<file path="src/rtl/pc_sequencer.sv">
// Fetch/execute T-state sequencer for the 8-bit bench computer.
// Decodes the IR opcode into the per-cycle control strobes of every bus-attached block.
module pc_sequencer #(
    parameter bit         SKIP_UNUSED = 1'b1,
    parameter logic [3:0] OP_HLT      = 4'hF
) (
    input  logic       clk,
    input  logic       clr,
    input  logic       run,
    input  logic [3:0] opcode,
    input  logic       flag_z,
    input  logic       flag_c,
    output logic       pc_oe,
    output logic       pc_inc,
    output logic       pc_jmp,
    output logic       mar_in,
    output logic       ram_oe,
    output logic       ram_we,
    output logic       ir_in,
    output logic       ir_oe,
    output logic       a_in,
    output logic       a_oe,
    output logic       b_in,
    output logic       alu_oe,
    output logic       alu_sub,
    output logic       out_in,
    output logic       halted,
    output logic [2:0] tstate
);

    localparam logic [3:0] OP_NOP = 4'h0;
    localparam logic [3:0] OP_LDA = 4'h1;
    localparam logic [3:0] OP_ADD = 4'h2;
    localparam logic [3:0] OP_SUB = 4'h3;
    localparam logic [3:0] OP_STA = 4'h4;
    localparam logic [3:0] OP_LDI = 4'h5;
    localparam logic [3:0] OP_JMP = 4'h6;
    localparam logic [3:0] OP_JC  = 4'h7;
    localparam logic [3:0] OP_JZ  = 4'h8;
    localparam logic [3:0] OP_OUT = 4'hE;

    typedef enum logic [2:0] {
        ST_T0   = 3'd0,
        ST_T1   = 3'd1,
        ST_T2   = 3'd2,
        ST_T3   = 3'd3,
        ST_T4   = 3'd4,
        ST_HALT = 3'd5
    } state_t;

    state_t state, state_nxt;
    logic   last;
    logic   s_pc_oe, s_pc_inc, s_pc_jmp, s_mar_in, s_ram_oe, s_ram_we, s_ir_in;
    logic   s_ir_oe, s_a_in, s_a_oe, s_b_in, s_alu_oe, s_alu_sub, s_out_in;
    logic   en;

    always_ff @(posedge clk or posedge clr) begin
        if (clr) state <= ST_T0;
        else     state <= state_nxt;
    end

    always_comb begin
        state_nxt = state;
        last      = 1'b0;
        s_pc_oe   = 1'b0;
        s_pc_inc  = 1'b0;
        s_pc_jmp  = 1'b0;
        s_mar_in  = 1'b0;
        s_ram_oe  = 1'b0;
        s_ram_we  = 1'b0;
        s_ir_in   = 1'b0;
        s_ir_oe   = 1'b0;
        s_a_in    = 1'b0;
        s_a_oe    = 1'b0;
        s_b_in    = 1'b0;
        s_alu_oe  = 1'b0;
        s_alu_sub = 1'b0;
        s_out_in  = 1'b0;
        case (state)
            ST_T0: begin
                s_pc_oe   = 1'b1;
                s_mar_in  = 1'b1;
                state_nxt = ST_T1;
            end
            ST_T1: begin
                s_ram_oe  = 1'b1;
                s_ir_in   = 1'b1;
                s_pc_inc  = 1'b1;
                state_nxt = ST_T2;
            end
            ST_T2: begin
                if (opcode == OP_HLT) begin
                    state_nxt = ST_HALT;
                end else begin
                    // Undefined opcodes fall through the default as NOP.
                    case (opcode)
                        OP_LDA, OP_ADD, OP_SUB, OP_STA: begin
                            s_ir_oe  = 1'b1;
                            s_mar_in = 1'b1;
                        end
                        OP_LDI: begin
                            s_ir_oe = 1'b1;
                            s_a_in  = 1'b1;
                            last    = 1'b1;
                        end
                        OP_JMP: begin
                            s_ir_oe  = 1'b1;
                            s_pc_jmp = 1'b1;
                            last     = 1'b1;
                        end
                        OP_JC: begin
                            s_ir_oe  = flag_c;
                            s_pc_jmp = flag_c;
                            last     = 1'b1;
                        end
                        OP_JZ: begin
                            s_ir_oe  = flag_z;
                            s_pc_jmp = flag_z;
                            last     = 1'b1;
                        end
                        OP_OUT: begin
                            s_a_oe   = 1'b1;
                            s_out_in = 1'b1;
                            last     = 1'b1;
                        end
                        default: last = 1'b1;
                    endcase
                    state_nxt = (last && SKIP_UNUSED) ? ST_T0 : ST_T3;
                end
            end
            ST_T3: begin
                case (opcode)
                    OP_LDA: begin
                        s_ram_oe = 1'b1;
                        s_a_in   = 1'b1;
                        last     = 1'b1;
                    end
                    OP_STA: begin
                        s_a_oe   = 1'b1;
                        s_ram_we = 1'b1;
                        last     = 1'b1;
                    end
                    OP_ADD, OP_SUB: begin
                        s_ram_oe = 1'b1;
                        s_b_in   = 1'b1;
                    end
                    default: last = 1'b0;
                endcase
                state_nxt = (last && SKIP_UNUSED) ? ST_T0 : ST_T4;
            end
            ST_T4: begin
                if (opcode == OP_ADD || opcode == OP_SUB) begin
                    s_alu_oe = 1'b1;
                    s_a_in   = 1'b1;
                end
                s_alu_sub = (opcode == OP_SUB);
                state_nxt = ST_T0;
            end
            ST_HALT: state_nxt = ST_HALT;
            default: state_nxt = ST_T0;
        endcase
        // A stalled cycle holds the step so its strobes fire exactly once on resume.
        if (!run) state_nxt = state;
    end

    assign en = run & ~clr;

    assign pc_oe   = s_pc_oe   & en;
    assign pc_inc  = s_pc_inc  & en;
    assign pc_jmp  = s_pc_jmp  & en;
    assign mar_in  = s_mar_in  & en;
    assign ram_oe  = s_ram_oe  & en;
    assign ram_we  = s_ram_we  & en;
    assign ir_in   = s_ir_in   & en;
    assign ir_oe   = s_ir_oe   & en;
    assign a_in    = s_a_in    & en;
    assign a_oe    = s_a_oe    & en;
    assign b_in    = s_b_in    & en;
    assign alu_oe  = s_alu_oe  & en;
    assign alu_sub = s_alu_sub & en;
    assign out_in  = s_out_in  & en;

    assign halted = (state == ST_HALT) & ~clr;

    always_comb begin
        tstate = 3'd0;
        if (!clr) begin
            case (state)
                ST_T0:   tstate = 3'd0;
                ST_T1:   tstate = 3'd1;
                ST_T2:   tstate = 3'd2;
                ST_T3:   tstate = 3'd3;
                ST_T4:   tstate = 3'd4;
                ST_HALT: tstate = 3'd4;
                default: tstate = 3'd0;
            endcase
        end
    end

endmodule
</file>
<file path="config.mk">
export PLATFORM = sky130hd
export DESIGN_NAME = pc_sequencer
export DESIGN_NICKNAME = d
export VERILOG_FILES = /design/src/rtl/pc_sequencer.sv
export SDC_FILE = /design/constraint.sdc
export NUM_CORES = 1
export LEC_CHECK = 0
export CORE_MARGIN = 2
export CORE_UTILIZATION = 41
export DETAILED_ROUTE_END_ITERATION = 16
export PLACE_DENSITY_LB_ADDON = 0.25
export SETUP_SLACK_MARGIN = 0.5
export SKIP_CTS_REPAIR_TIMING = 1
export SYNTH_ARGS = -nofsm -noshare
export SYNTH_HDL_FRONTEND = slang
export SYNTH_SLANG_ARGS = --single-unit
</file>
<file path="constraint.sdc">
create_clock -name clk -period 3.1 [get_ports clk]
set_input_delay 0.62 -clock clk [delete_from_list [all_inputs] [get_ports clk]]
set_output_delay 0.62 -clock clk [all_outputs]
set_load 0.02 [all_outputs]
</file>
==> impl_metrics.csv, run 1 <==
group,metric,value,unit
detailed_routing,wl_per_cell,12.0,um
status,status,"finished, final reports clean",
timing,slew_viol_final,0,
clock_tree,clk_path_buf_depth,2,
die,dieArea,1610,um^2
grt,grt_max_degree,11,
worst_setup_path,critical_path_class,"in2out",
clock_tree,path_clk_slew,0.04,ns
placement,place_inst,122,
timing,setup_viol,0,
worst_setup_path,crit_chain,"dlymetal6s2s_1 > inv_1 > buf_4 > nand2_1 > nor2_1 > clkdlybuf4s50_1",
placement,io_buffers,26,
grt,grt_pass1_wl,2190,um
placement,hpwl,1140,um
clock_tree,clock_sinks,3,
worst_setup_path,startpoint_type,"input port",
final_layout,top_regs,"state: 3 flops",
synth,synth_edf_count,0,
clock_tree,cts-htree-levels,1,
die,die_h,40.1,um
timing,max_freq,407,MHz
detailed_routing,dr_total_vias,667,
clock_tree,cts_tree,"built",
die,ios,27,
detailed_routing,drc,0,
synth,synth_cells,78,
placement,place_congestion,0.745,
synth,avgSynthCellArea,6.85,um^2
worst_setup_path,cp_max_fo,5,
power,p_per_area,482,nW/um^2
clock_tree,cts_root_buf,"clkbuf_4",
synth,synth_area,534,um^2
die,core,1250,um^2
synth,synth_seq_cells,3,
detailed_routing,drt-vias-per-instance,5.29,
synth,synthTopCellsByArea,"dfrtp_1 (14%), nor2_1 (7.7%), nand2_1 (7.0%), nor3_1 (5.6%), nand2b_4 (5.2%)",
grt,grt-ovfl-total,0,
power,peakVddDrop,0.254,mV
detailed_routing,detail_route.first_pass.iterations,4,
final_layout,stdcell_count,126,
timing,layout_min_cycle_time,2.46,ns
run,cap_violations,0,
grt,gr-usage-all-layers,19.9,%
timing,rsz0062_at_grt,"no",
worst_setup_path,rrSetupSlack,1.90,ns
synth,ys_warn_count,0,
synth,netlist.area_leader.share,14.1,%
worst_setup_path,r2r_cells,3,
worst_setup_path,worstPathArrival,1.84,ns
final_layout,nFillCells,96,
final_layout,multi_input_area,420,um^2
clock_tree,cts_buffers,3,
synth,yosys.area.top_type,"dfrtp_1",
detailed_routing,initialDrtViolationCount,18,
worst_setup_path,cp.required,2.48,ns
die,die_x,40.1,um
final_layout,n_antenna_cell,0,
clock_tree,insertion_delay,0.24,ns
die,num_rows,13,
synth,synthDistinctLibCells,33,
grt,antenna_found_initial,0,
final_layout,fin_nets,121,
timing,max_slew_margin,70.9,%
grt,grt_pass1_vias,493,
detailed_routing,routed_wl,1510,um
timing,period_share,79.4,%
synth,ys.flop_type,"dfrtp_1",
worst_setup_path,max_stage_delay,0.60,ns
detailed_routing,ant_nets,0,
worst_setup_path,rr_endpoint,"state[2]",
final_layout,largest_register_ffs,3,
synth,syn_nets,87,
timing,tightestPinTransition,0.437,ns
worst_setup_path,crit_path_top_delay_cell,"clkdlybuf4s50_1",
timing,final_hold_viol_count,0,
min_path,hp-class,"in2async",
final_layout,drive_gt1_share,25.2,%
synth,ys_seq_area_share,14.1,%
final_layout,regArea,75.1,um^2
timing,fin_skew,0.00380,ns
worst_setup_path,crit_path_end_kind,"output port",
final_layout,syn_to_final_growth,73.1,%
final_layout,top_register,"state",
worst_setup_path,worstReg2RegStart,"state[0]",
synth,async_reset_ff_share,100,%
die,start_util,42.7,%
power,p_leak,0.000592,uW
power,design_power_total,446,uW
## cell usage after synthesis (2+ instances only)
| cell | count |
|---|---|
| a31oi_1 | 2 |
| inv_1 | 3 |
| nand3_1 | 4 |
| a21oi_1 | 5 |
| nor2b_1 | 3 |
| nand2b_4 | 2 |
| nor2_1 | 11 |
| nor3_1 | 6 |
| buf_4 | 2 |
| nand2_1 | 10 |
| nand4b_1 | 2 |
| buf_2 | 5 |
| dfrtp_1 | 3 |
## final cells by class
class	instances	share of cell area, %
multi-input cells	64	45.5
repair buffers	37	40.3
flip-flops and latches	3	8.12
clock buffers	4	2.84
well taps	15	2.03
inverters	3	1.22
## where the power goes
part           total (uW)  internal [uW]  switching [uW]
Combinational         261            133             128
Clock                70.9           48.4            22.6
Sequential            114           56.2            57.5
Total                 446            238             208
## critical path: cells and delay by family
family                 cells  cell delay, ns
buffers and inverters      4            1.02
AND/OR/NAND/NOR            2            0.19
## kinds of logic (layout without fill, tap and decap cells)
| group | Yosys count | count (layout) | share of synthesized area (%) |
|---|---|---|---|
| and+or+nand+nor | 46 | 46 | 49.7 |
| xor gates and xnor gates | 2 | 2 | 3.28 |
| DFF | 3 | 3 | 14.1 |
| muxes | 1 | 1 | 1.87 |
| AOI/OAI and AO/OA | 15 | 15 | 19.4 |
| buffers and inverters | 11 | 44 | 11.7 |
## routing by layer
| layer | vias up | part of all wire (%) | global-route usage [%] | wire, um |
|---|---|---|---|---|
| li1 | 339 | - | - | - |
| met3 | 2 | 4.4 | 0 | 66 |
| met5 | - | 0 | 0 | 0 |
| met1 | 308 | 48 | 28.9 | 722 |
| met2 | 18 | 47 | 29.4 | 703 |
| met4 | 0 | 1.1 | 10.3 | 17 |
## metrics by stage
step	utilization [%]	area [um^2]	TNS [ns]	hold WS, ns	setup slack [ns]
floorplan	-	534	0	0.399	0.802
global placement	67.4	845	0	0.689	0.0480
detailed placement	67.4	845	-0.00555	0.702	-0.00555
CTS	69.5	871	-0.00320	0.707	-0.00320
global route	73.8	925	0	0.506	0.563
finish	73.8	925	0	0.482	0.640
## worst max-delay path by stage
stage	startpoint	end	slack (ns)
floorplan	opcode[2]	alu_sub	0.80
global placement	opcode[0]	mar_in	0.05
detailed placement	opcode[0]	mar_in	-0.006
CTS	opcode[0]	mar_in	-0.003
global route	clr	halted	0.56
finish	clr	halted	0.64
## cells in the final DEF, fill, tap and decap left out, types with 2 or more instances in the layout
cell,instances
nand3_1,4
a31oi_1,2
nand2b_4,2
clkdlybuf4s50_1,6
clkbuf_2,2
nor3_1,6
nor2_1,10
o31ai_2,2
buf_4,12
nand2_1,10
inv_1,3
a21oi_1,5
nor2b_1,3
dlymetal6s2s_1,17
nand4b_1,2
dfrtp_1,3
clkbuf_4,3
(Power assumes the default switching activity.)
==> inputs of run 2 (changes only) <==
Settings changed: CORE_UTILIZATION 41 to 35.
Clock period 3.1 ns to 2.06 ns, I/O delays scaled along.
==> impl_metrics.csv, run 2 (synthesized netlist as in run 1, its figures left out) <==
group,metric,value,unit
status,status,"finished, final reports clean",
placement,placed_area,1110,um^2
worst_setup_path,cp.required,1.65,ns
clock_tree,insertion_delay,0.23,ns
final_layout,finalInstanceArea,1190,um^2
detailed_routing,top_layer,"met3",
final_layout,top_regs,"state: 3 flops",
placement,hpwl,1520,um
die,die_x,43.1,um
placement,io_buffers,26,
timing,setup_ws,0.0856,ns
power,peakVddDrop,0.769,mV
detailed_routing,drc,0,
clock_tree,clock_sinks,3,
detailed_routing,met3_length,63,um
detailed_routing,ant_nets,0,
placement,place_congestion,0.805,
final_layout,n_antenna_cell,0,
run,cap_violations,0,
grt,antenna_found_initial,0,
grt,grt_pass1_wl,3050,um
die,dieArea,1860,um^2
worst_setup_path,worstPathArrival,1.56,ns
die,num_rows,14,
detailed_routing,dr_total_vias,793,
timing,layout_min_cycle_time,1.97,ns
timing,slew_viol_final,0,
worst_setup_path,worstReg2RegStart,"state[0]",
detailed_routing,routedLengthMet1,927,um
placement,pre_cts_ws,-0.595,ns
die,core,1470,um^2
power,design_power_total,976,uW
timing,fin_hold_ws,0.384,ns
final_layout,final_common_cell,"buf_4",
timing,final_hold_viol_count,0,
final_layout,drive_gt1_share,71.3,%
detailed_routing,drt-vias-per-instance,5.22,
clock_tree,path_clk_slew,0.04,ns
detailed_routing,wl_per_cell,13.8,um
die,die_h,43.1,um
clock_tree,clk_path_buf_depth,2,
worst_setup_path,startpoint_type,"flop",
timing,tns,0,ns
clock_tree,cts_root_buf,"clkbuf_4",
die,start_util,36.3,%
timing,tightestPinTransition,0.253,ns
final_layout,fin_nets,146,
clock_tree,cts_buffers,3,
detailed_routing,route.met2.wl,1100,um
detailed_routing,detail_route.first_pass.iterations,4,
grt,gr-usage-all-layers,20.9,%
worst_setup_path,crit_path_end_kind,"output port",
final_layout,final_cell_mix,"buf_4 (45), buf_6 (9), nand2_1 (8)",
grt,grt-ovfl-total,0,
timing,max_slew_margin,82.9,%
worst_setup_path,critical_path_class,"reg2out",
timing,period_share,95.8,%
min_path,hp-class,"in2async",
final_layout,top_register,"state",
clock_tree,cts_tree,"built",
power,p_per_area,822,nW/um^2
grt,grt_pass1_vias,720,
timing,fin_skew,0.00514,ns
power,p_leak,0.000547,uW
final_layout,largest_register_ffs,3,
clock_tree,cts-htree-levels,1,
timing,max_freq,506,MHz
detailed_routing,routed_wl,2090,um
worst_setup_path,crit_start,"state[2]",
timing,rsz0062_at_grt,"yes",
detailed_routing,initialDrtViolationCount,14,
worst_setup_path,cp_max_fo,4,
final_layout,syn_to_final_growth,122,%
timing,setup_viol,0,
die,ios,27,
grt,grt_max_degree,9,
run 2: routing by layer:
| layer | track usage (%) | up-vias |
|---|---|---|
| met1 | 28.9 | 381 |
| met3 | 1.28 | 0 |
| li1 | - | 391 |
| met2 | 36.1 | 21 |
| met5 | 0 | - |
| met4 | 3.64 | 0 |
run 2: area by class of cell:
cell class	instances	area (um^2)
tap	16	20.0
inverter	3	11.3
sequential	3	76.3
timing repair buffer	62	504
multi-input combinational	64	549
clock buffer	4	26.3
fill	100	284
run 2: where the power goes:
group / internal (uW) / leakage [uW] / switching (uW)
Combinational: 391 / 0.000495 / 357
Sequential: 87.8 / 0.0000374 / 40.2
Clock: 72.4 / 0.0000150 / 27.7
run 2: worst max-delay path, stage by stage, from the launching register on:
cell and delay, ns:
dfrtp_1 0.40, buf_4 0.15, nand2b_4 0.05, nand4b_1 0.29
nor2_4 0.18, and2_4 0.14, buf_4 0.13
run 2: path summary, 6_finish.rpt:
kind	to	slack [ns]	cells after the start
min in group clk	state[0]	0.63	2
worst min-delay path	state[1]	0.38	5
worst max register to register	state[2]	0.84	4
max in group asynchronous	state[0]	1.57	5
worst max-delay path	alu_sub	0.09	6
worst min register to register	state[0]	0.63	2
run 2: stage by stage:
step / cells / utilization [%]
6_report: 152 / 80.7
3_3_place_gp: 146 / 75.2
5_1_grt: 152 / 80.7
3_5_place_dp: 146 / 75.2
2_1_floorplan: 78 / -
4_1_cts: 150 / 77.0
==> inputs of run 3 (changes only) <==
Settings changed: ABC_AREA set to 1, CORE_UTILIZATION 35 to 33.
==> impl_metrics.csv, run 3 <==
group,metric,value,unit
status,status,"finished, final reports clean",
detailed_routing,routed_wl,1610,um
synth,ys_top_cells_by_count,"nand2_1 (17), nor2_1 (13), inv_1 (12)",
clock_tree,cts_buffers,3,
die,num_rows,13,
die,core,1320,um^2
synth,ys_warn_count,0,
worst_setup_path,critical_path_class,"reg2out",
final_layout,n_antenna_cell,0,
grt,antenna_found_initial,0,
final_layout,nFillCells,120,
synth,synth_area,475,um^2
synth,synth_seq_cells,3,
detailed_routing,initialDrtViolationCount,15,
die,die_x,42.0,um
final_layout,finalInstanceArea,950,um^2
timing,max_freq,554,MHz
worst_setup_path,cp_max_fo,3,
min_path,hp-class,"in2async",
final_layout,syn_to_final_growth,99.7,%
power,p_leak,0.000524,uW
grt,grt_pass1_wl,2500,um
final_layout,drive_gt1_share,56.8,%
worst_setup_path,worstPathArrival,1.39,ns
detailed_routing,detail_route.first_pass.iterations,6,
placement,place_congestion,0.829,
final_layout,top_register,"state",
timing,max_slew_margin,85.7,%
synth,synth.most_common_cell,"nand2_1",
clock_tree,cts_root_buf,"clkbuf_4",
synth,syn_nets,93,
final_layout,largest_register_ffs,3,
clock_tree,cts-htree-levels,1,
synth,synth_edf_count,0,
timing,final_hold_viol_count,0,
worst_setup_path,cp.required,1.65,ns
timing,layout_min_cycle_time,1.81,ns
die,die_h,42.0,um
placement,placed_area,878,um^2
synth,synthDistinctLibCells,21,
final_layout,final_cell_mix,"buf_4 (29), nand2_1 (14), inv_2 (8), nor2_1 (8), inv_1 (7)",
timing,fin_skew,0.000345,ns
placement,hpwl,1220,um
timing,fin_hold_ws,0.273,ns
die,dieArea,1760,um^2
clock_tree,clock_sinks,3,
timing,tns,0,ns
grt,grt-ovfl-total,0,
clock_tree,cts_tree,"built",
grt,gr-usage-all-layers,17.5,%
detailed_routing,drc,0,
detailed_routing,wl_per_cell,10.9,um
timing,rsz0062_at_grt,"yes",
clock_tree,path_clk_slew,0.04,ns
detailed_routing,drt-vias-per-instance,4.90,
run,cap_violations,0,
detailed_routing,ant_nets,0,
timing,tightestPinTransition,0.214,ns
synth,ys.flop_type,"dfrtp_1",
placement,io_buffers,26,
synth,ys_seq_area_share,15.8,%
die,ios,27,
timing,setup_viol,0,
timing,period_share,87.7,%
final_layout,final_util,72.1,%
synth,yosys.area.top_type,"dfrtp_1",
worst_setup_path,crit_path_end_kind,"output port",
clock_tree,insertion_delay,0.23,ns
grt,grt_max_degree,8,
die,start_util,36.1,%
power,p_per_area,858,nW/um^2
power,peakVddDrop,0.600,mV
detailed_routing,dr_total_vias,721,
synth,synthTopCellsByArea,"dfrtp_1 (16%), nand2_1 (13%), nor2_1 (10%), inv_1 (9.5%), nor3_1 (7.4%)",
clock_tree,clk_path_buf_depth,2,
final_layout,top_regs,"state: 3 flops",
final_layout,final_common_cell,"buf_4",
final_layout,fin_nets,142,
synth,netlist.area_leader.share,15.8,%
synth,async_reset_ff_share,100,%
worst_setup_path,startpoint_type,"flop",
synth,avgSynthCellArea,5.66,um^2
synth,synth_cells,84,
timing,slew_viol_final,0,
grt,grt_pass1_vias,641,
[run 3: final cells by class]
cell class / instances / area [um^2] / area share, %
multi-input cells: 64 / 387 / 40.7
well taps: 15 / 18.8 / 1.98
inverters: 16 / 62.6 / 6.59
clock buffers: 4 / 26.3 / 2.77
repair buffers: 45 / 380 / 40.1
flip-flops and latches: 3 / 75.1 / 7.91
[run 3: cell families after synthesis]
group / Yosys count / synth area share (%)
AOI/OAI and AO/OA: 10 / 11.6
buffers and inverters: 17 / 14.2
DFF: 3 / 15.8
and+or+nand+nor: 54 / 58.4
[run 3: stage by stage]
step	instances	power (uW)	worst slack, ns
after floorplan	84	401	0.486
after global placement	138	616	-0.489
after detailed placement	138	619	-0.566
after CTS	142	732	-0.566
after global routing	147	874	0.154
final	147	815	0.254
[run 3: critical path, stage by stage, from the launching register on]
cell	delay, ns
dfrtp_1	0.39
inv_2	0.09
nand3_1	0.14
nor2_1	0.19
a21oi_1	0.06
a21oi_1	0.13
buf_4	0.16
[run 3: final timing paths]
| path | startpoint | slack (ns) | endpoint | cells after the start |
|---|---|---|---|---|
| min | clr | 0.27 | state[0] | 3 |
| min reg2reg | state[0] | 0.62 | state[0] | 3 |
| min in group clk | run | 0.55 | state[2] | 3 |
| max reg2reg | state[2] | 0.82 | state[0] | 8 |
| max | state[2] | 0.25 | ram_oe | 6 |
| max in group asynchronous | clr | 1.66 | state[2] | 3 |
[run 3: metal layers]
layer	up-vias	track usage, %	part of all wire (%)
met5	-	0	0
met4	0	7.10	1.6
met3	7	0.435	5.4
met2	32	31.3	53
met1	318	21.8	40
li1	364	-	-
[run 3: power breakdown]
| group | switching [uW] | internal, uW | leakage, uW | total (uW) |
|---|---|---|---|---|
| clock | 31.3 | 72.7 | 0.0000150 | 104 |
| sequential | 22.6 | 86.3 | 0.0000388 | 109 |
| combinational | 330 | 272 | 0.000470 | 602 |
